## src/rtl/time_set_ctrl.sv

```systemverilog
// time_set_ctrl -- time-setting controller for the clock design.
//
// Walks the clock through NORMAL run and the hour/minute/second edit
// states using one-cycle button pulses, issues one-cycle increment/clear
// strobes to the timekeeping counters and produces a per-field blink
// mask for the 7-seg driver.
//
// Optional feature macro: TIME_SET_AUTO_RETURN_EN
//   defined   : an inactivity timeout (TIMEOUT_S EN1HZ ticks) drops an
//               edit state back to NORMAL.
//   undefined : no timeout counter; edit states persist until MODE.
module time_set_ctrl #(
  parameter int BLINK_DIV = 12500000,
  parameter int TIMEOUT_S = 30
) (
  input  logic       CLK,
  input  logic       RST,
  input  logic [2:0] BTN,
  input  logic       EN1HZ,
  output logic       RUN_EN,
  output logic       MODE_SET,
  output logic       INC_HOUR,
  output logic       INC_MIN,
  output logic       CLR_SEC,
  output logic [2:0] BLINK_SEL,
  output logic [1:0] STATE
);

  // Blink counter must hold 0..BLINK_DIV-1; keep at least one bit so a
  // degenerate divider still elaborates.
  localparam int BW = (BLINK_DIV > 1) ? $clog2(BLINK_DIV) : 1;
  localparam logic [BW-1:0] BLINK_LAST = BW'(BLINK_DIV - 1);

  typedef enum logic [1:0] {
    NORMAL   = 2'd0,
    SET_HOUR = 2'd1,
    SET_MIN  = 2'd2,
    SET_SEC  = 2'd3
  } stateT;

  stateT         state;
  stateT         nextState;
  logic          upAccepted;
  logic          btnAccepted;
  logic [BW-1:0] blinkCnt;
  logic          blinkPhase;
  logic          incHour;
  logic          incMin;
  logic          clrSec;

  // Button priority MODE > SELECT > UP: lower-priority bits are dropped.
  logic modeHit;
  logic selHit;
  logic upHit;
  assign modeHit = BTN[0];
  assign selHit  = !BTN[0] && BTN[1];
  assign upHit   = !BTN[0] && !BTN[1] && BTN[2];

`ifdef TIME_SET_AUTO_RETURN_EN
  localparam int TW = (TIMEOUT_S > 0) ? $clog2(TIMEOUT_S + 1) : 1;
  localparam logic [TW-1:0] TIMEOUT_LAST = TW'(TIMEOUT_S - 1);

  logic [TW-1:0] timeoutCnt;
  logic          timeoutHit;

  // Inactivity expires when a tick would bring the counter to TIMEOUT_S
  // and no button is being acted on in the same cycle (button wins).
  assign timeoutHit = (state != NORMAL) && !btnAccepted && EN1HZ &&
                      (timeoutCnt == TIMEOUT_LAST);
`else
  logic unusedTick;
  assign unusedTick = EN1HZ;
`endif

  // Next-state decode and classification of the accepted button action.
  always_comb begin
    nextState   = state;
    upAccepted  = 1'b0;
    btnAccepted = 1'b0;
    case (state)
      NORMAL: begin
        if (modeHit) begin
          nextState   = SET_HOUR;
          btnAccepted = 1'b1;
        end
      end
      default: begin
        btnAccepted = modeHit || selHit || upHit;
        if (modeHit) begin
          nextState = NORMAL;
        end else if (selHit) begin
          case (state)
            SET_HOUR: nextState = SET_MIN;
            SET_MIN:  nextState = SET_SEC;
            default:  nextState = SET_HOUR;
          endcase
        end else if (upHit) begin
          upAccepted = 1'b1;
        end
`ifdef TIME_SET_AUTO_RETURN_EN
        if (timeoutHit) begin
          nextState = NORMAL;
        end
`endif
      end
    endcase
  end

  // State register, registered strobes and blink timing.
  always_ff @(posedge CLK or posedge RST) begin
    if (RST) begin
      state      <= NORMAL;
      incHour    <= 1'b0;
      incMin     <= 1'b0;
      clrSec     <= 1'b0;
      blinkCnt   <= '0;
      blinkPhase <= 1'b0;
    end else begin
      state   <= nextState;
      incHour <= upAccepted && (state == SET_HOUR);
      incMin  <= upAccepted && (state == SET_MIN);
      clrSec  <= upAccepted && (state == SET_SEC);
      if ((nextState != state) || upAccepted) begin
        blinkCnt   <= '0;
        blinkPhase <= 1'b0;
      end else if (blinkCnt == BLINK_LAST) begin
        blinkCnt   <= '0;
        blinkPhase <= !blinkPhase;
      end else begin
        blinkCnt <= blinkCnt + 1'b1;
      end
    end
  end

`ifdef TIME_SET_AUTO_RETURN_EN
  // Inactivity counter: runs on EN1HZ only while editing.
  always_ff @(posedge CLK or posedge RST) begin
    if (RST) begin
      timeoutCnt <= '0;
    end else if ((state == NORMAL) || btnAccepted || timeoutHit) begin
      timeoutCnt <= '0;
    end else if (EN1HZ) begin
      timeoutCnt <= timeoutCnt + 1'b1;
    end
  end
`endif

  // Output decode straight from registers.
  always_comb begin
    BLINK_SEL = 3'b000;
    case (state)
      SET_HOUR: BLINK_SEL = {blinkPhase, 2'b00};
      SET_MIN:  BLINK_SEL = {1'b0, blinkPhase, 1'b0};
      SET_SEC:  BLINK_SEL = {2'b00, blinkPhase};
      default:  BLINK_SEL = 3'b000;
    endcase
  end

  assign RUN_EN   = (state == NORMAL);
  assign MODE_SET = (state != NORMAL);
  assign INC_HOUR = incHour;
  assign INC_MIN  = incMin;
  assign CLR_SEC  = clrSec;
  assign STATE    = state;

endmodule

```

## config.mk

```make
export PLATFORM = sky130hd
export DESIGN_NAME = time_set_ctrl
export DESIGN_NICKNAME = d
export VERILOG_FILES = /design/src/rtl/time_set_ctrl.sv
export SDC_FILE = /design/constraint.sdc
export NUM_CORES = 1
export LEC_CHECK = 0
export CAP_MARGIN = 20
export CORE_ASPECT_RATIO = 1.4
export CORE_MARGIN = 8
export CORE_UTILIZATION = 51
export CTS_BUF_LIST = sky130_fd_sc_hd__clkbuf_4 sky130_fd_sc_hd__clkbuf_8
export DETAILED_ROUTE_END_ITERATION = 8
export PLACE_DENSITY = 0.72
export SLEW_MARGIN = 40
export SYNTH_ARGS = -nofsm -noshare
export SYNTH_HDL_FRONTEND = slang
export SYNTH_SLANG_ARGS = --single-unit
```

## constraint.sdc

```tcl
create_clock -name CLK -period 2.8 [get_ports CLK]
set_input_delay 0.56 -clock CLK [delete_from_list [all_inputs] [get_ports CLK]]
set_output_delay 0.56 -clock CLK [all_outputs]
set_load 0.02 [all_outputs]
```

**After elaboration in Yosys (flattened, before gate mapping)**

Index checks and enable logic that the tools add are counted.
W data, S select, Z words.

- Register bits: 30
- Bits in latches: 0
- Memory bits (writable): 0
- Memory bits (read-only): 0
- Bits of input ports: 6
- Output and inout port bits: 10
- Word-level logic and storage cells: 39
- Memories kept: 0

- Add/subtract/negate cells: 1
- $mul: 0
- Divide/modulo/power cells: 0
- Magnitude comparators: 0
- Equal/unequal tests: 5
- Shifts and indexed selects: 0
- Muxes and demuxes: 14
- Bitwise logic cells: 0
- Reduce and logical (&&, ||, !) cells: 13

Operator list:

| kind | number |
|---|---|
| $mux W24 | 2 |
| $add A24 B1 Y24 const B | 1 |
| $eq A24 B24 Y1 const B | 1 |
| $pmux W3 S3 | 1 |
| $mux W2 | 4 |
| $logic_and A1 B1 Y1 | 6 |
| $mux W1 | 6 |
| $eq A2 B2 Y1 const B | 2 |
| $pmux W2 S2 | 1 |
| $reduce_bool A2 Y1 | 2 |
| $logic_not A1 Y1 | 3 |
| $eq A2 B1 Y1 const B | 1 |
| $logic_not A2 Y1 | 1 |
| $ne A2 B2 Y1 | 1 |
| $logic_or A1 B1 Y1 | 1 |

**Depth between registers and ports, before layout**

- Depth in word-level cells: 9
- Gate-level depth with buffers: 7
- Gate-level depth less buffers: 6

**Least setup slack after synthesis**

OpenSTA, ideal clock, no wires.

- Path kind: register -> register
- From: reg state[1] (netlist: STATE[1])
- To: reg blinkCnt[10]
- Library setup time: 136 ps
- Arrival time: 2143 ps
- Path slack: 521 ps
- Cell stages (with the launch flop): 8
- Buffers on the path: 1
- Clock period less this slack: 2279 ps
- Cells stage by stage: dfrtp_1 inv_1 ha_1 or4b_2 o21ai_0 a211o_1 clkbuf_1 nor3_1

- Longest elaborated chain between the ends: 8
- Elaborated cells between the ends (all ways): 12
- Classes of those cells: 3 x eq/ne; 7 x mux; 2 x reduce/logical

Ends and longest elaborated chain:

| element | RTL line | RTL |
|---|---|---|
| from (decl) | 41 | `stateT state;` |
| from (signal assigned) | 119 | `state <= nextState;` |
| $eq A2 B2 Y1 or $eq A2 B1 Y1 (tied branches) | 92 | `case (state)` |
| $pmux W2 S2 | 92 |  |
| $mux W2 | 91 | `end else if (selHit) begin` |
| $mux W2 | 89 | `if (modeHit) begin` |
| $mux W2 | 80 | `case (state)` |
| $ne A2 B2 Y1 | 123 | `if ((nextState != state) \|\| upAccepted) begin` |
| $logic_or A1 B1 Y1 (*) | 123 |  |
| $mux W24 (*) | 123 |  |
| to (signal assigned) | 130 | `blinkCnt <= blinkCnt + 1'b1;` |
| to (decl) | 45 | `logic [BW-1:0] blinkCnt;` |

Mark *: on every way between the ends. The rest lies on a longest branch, timed or not.
A chain may end at the register's enable or synchronous reset.

**Worst setup path in the final report**

- From: reg state[0] (netlist: STATE[0])
- To: out BLINK_SEL[0]

- Longest elaborated chain between the ends: 2
- Elaborated cells between the ends (all ways): 4
- Classes of those cells: 3 x eq/ne; 1 x mux

Ends and longest elaborated chain:

| element | RTL line | RTL |
|---|---|---|
| $eq A2 B2 Y1 or $eq A2 B1 Y1 (tied branches) | 151 | `case (state)` |
| $pmux W3 S3 (*) | 151 |  |
| to (decl) | 25 | `output logic [2:0] BLINK_SEL,` |

Marked as above.

==> results_dict.tcl <==
set metrics [dict create \
    first_pass_iters 4 \
    synth_top_area_frac 0.436 \
    synth.cell_area_um2 1720 \
    syn_to_final_growth_pct 19.1 \
    crit_required_ns 2.24 \
    synthAdderAreaFrac 0.0509 \
    synth-seq-area-share 0.436 \
    postLayoutSetupSlackWorst_ns 0.290 \
    pin_count 16 \
    synth_fp_nets 189 \
    vias 1428 \
    path_class "flip-flop to output port" \
    crit_fanout 8 \
    cts_tree "built" \
    port_buffers 14 \
    ys_ff_latch 30 \
    vdd_ir_drop_max_v 0.000656 \
    ant_nets 0 \
    fin_setup_tns_ns 0 \
    power_switching_uw 500 \
    combPwrFrac 0.316 \
    place.gp.congestion 0.872 \
    min_path_type "flip-flop to flip-flop" \
    drive_gt1_frac 0.118 \
    drt-vias-per-instance 6.08 \
    layout_commonest_cell "dfrtp_1" \
    finalMaxSlewViolations 0 \
    drc_errors 0 \
    dp_hpwl_um 2690 \
    clock.fmax_mhz 398 \
    rsz0062_at_grt "no" \
    finalHoldViolations 0 \
    num_rows 25 \
    nets 207 \
    yosysUniqueCellTypes 40 \
    hold_end "blinkCnt[0]" \
    r2r_setup_slack_ns 0.55 \
    track_usage 0.148 \
    r2r.worst_path.cells 5 \
    hold_buffers 0 \
    gr-total-overflow 0 \
    synth_compound_area_frac 0.134 \
    final_util 0.618 \
    min_path_cells 1 \
    syn_inst 176 \
    grt_max_degree 31 \
    final.period_utilization 0.896 \
    setup_viol 0 \
    cap_violations 0 \
    p_leak_uw 0.000793 \
    synth.area.mux_share 0 \
    cts_buffers 5 \
    startpoint_type "flip-flop" \
    cts_resized 0 \
    dieArea_um2 5510 \
    post_drt_wl_per_cell_um 16.2 \
    path_clk_slew_ns 0.06 \
    p_total_uw 1550 \
    synth-xor-area-share 0.0509 \
    antenna_found_initial 0 \
    worstSkewPairLatency_ns 0.29 \
    timing.rr.start "blinkCnt[0]" \
    wirelength_um 3800 \
    drt_first_iter_violations 56 \
    arrival_ns 1.95 \
    fin_skew_ns 0.00854 \
    final_cell_mix "30 x dfrtp_1, 14 x nor3_1, 14 x clkdlybuf4s50_1" \
    synth_top_family_by_area "simple AND/OR/NAND/NOR gates" \
    post-cts-setup-buffer-count 0 \
    start_util 0.519 \
    min_from "blinkCnt[0]" \
    die_height_um 84.7 \
    htree_levels 2 \
    ys_top_cells_by_area "dfrtp_1 44%, ha_1 5.1%, a211oi_1 4.8%, nor3_1 4.4%, xnor2_1 4.1%" \
    clock_power_share 0.351 \
    core_area_um2 3320 \
    clk_path_buf_depth 2 \
    finalCriticalPeriod_ns 2.51 \
    worst_pin_slew_ns 0.574 \
    grt_pass1_wl_um 6590 \
    yosys.area_share.simple 0.280 \
    postSynthAreaPerCell_um2 9.78 \
    pre_cts_ws_ns 0.343 \
    slew_headroom 0.612 \
    power.density_nw_per_um2 759 \
    reg2reg_to "blinkCnt[22]" \
    cts_sinks 30 \
    swShare 0.321 \
    antenna_cells 0 \
    yosysWarnings 0 \
    fp.dieW_um 65.1 \
    cts.root.buffer_cell "clkbuf_8" \
    grt_pass1_vias 1449 \
    setup.worst_path.end_class "output port" \
    p_int_uw 1060 \
    pwr-share-seq 0.333 \
    synth_top_area_cell "dfrtp_1" \
    outcome "complete, no violations" \
]
## power groups by stage
stage               Clock, uW  Combinational [uW]  Sequential, uW
finish                    546                 492             517
global route              568                 537             523
CTS                       553                 495             518
detailed placement          0                 496             526
global placement            0                 467             522
floorplan                   0                 301             533
## critical path, cell delays in order, from the launching register on
cell,delay (ns)
dfrtp_1,0.47
inv_1,0.14
ha_1,0.24
and3b_1,0.22
clkdlybuf4s50_1,0.61
## worst max path at each step
stage,start,to,slack [ns],cells after the start
final,STATE[0],BLINK_SEL[0],0.29,4
after global routing,STATE[1],MODE_SET,0.18,4
after CTS,STATE[0],BLINK_SEL[0],0.26,4
after detailed placement,BTN[0],blinkCnt[17],0.34,6
after global placement,BTN[0],blinkCnt[9],0.42,6
after floorplan,STATE[1],blinkCnt[10],0.52,7
## routing by layer
layer / wire [um] / up-vias / GRT usage
met5: 0 / - / 0
met4: 68 / 0 / 0.0797
met3: 202 / 7 / 0.0519
met2: 1940 / 22 / 0.248
met1: 1590 / 712 / 0.157
li1: - / 687 / -
## registers in the layout (all words and copies together), names as in the netlist
name / cells
blinkCnt: 24
INC_HOUR: 1
INC_MIN: 1
STATE: 2
CLR_SEC: 1
blinkPhase: 1
## area by class of cell
class	count	area, um^2
repair buffers	17	175
flip-flops and latches	30	751
multi-input cells	130	892
fillers	285	1270
clock buffers	6	82.6
inverters	10	37.5
well taps	40	50.0
clock inverters	2	60.1
## synth_stat cells
cell      instances
dfrtp_1          30
nor3_1           15
a211oi_1         11
inv_1            10
nand2_1           9
nor2_1            8
o21ai_0           8
or4_1             8
xnor2_1           8
ha_1              7
nand3_1           7
o31ai_1           6
or3_1             5
and2_1            4
a21oi_1           3
buf_6             3
clkbuf_1          3
nand4_1           3
a211oi_2          2
and3b_1           2
nor4b_1           2
or2_2             2
or3_2             2
xor2_1            2
a211o_1           1
a21boi_0          1
a31oi_1           1
and3_1            1
and3_2            1
and4_1            1
nand2b_1          1
nand3b_1          1
nand4_2           1
nor2b_1           1
nor3b_1           1
nor4_1            1
or3b_2            1
or4_4             1
or4b_2            1
or4bb_1           1
## metrics by stage
stage	instances	hold slack (ns)	cell area, um^2
2_1_floorplan	176	0.467	1720
3_3_place_gp	227	0.485	1910
3_5_place_dp	227	0.489	1910
4_1_cts	235	0.497	2050
5_1_grt	235	0.522	2050
6_report	235	0.498	2050
## kinds of logic (layout without fill, tap and decap cells)
family                     after synthesis  in the layout
AOI/OAI and AO/OA                       33             33
DFF                                     30             30
and+or+nand+nor                         80             80
xor gates and xnor gates                10             10
buffers and inverters                   16             35
adders and majority gates                7              7
(Power assumes the default switching activity.)
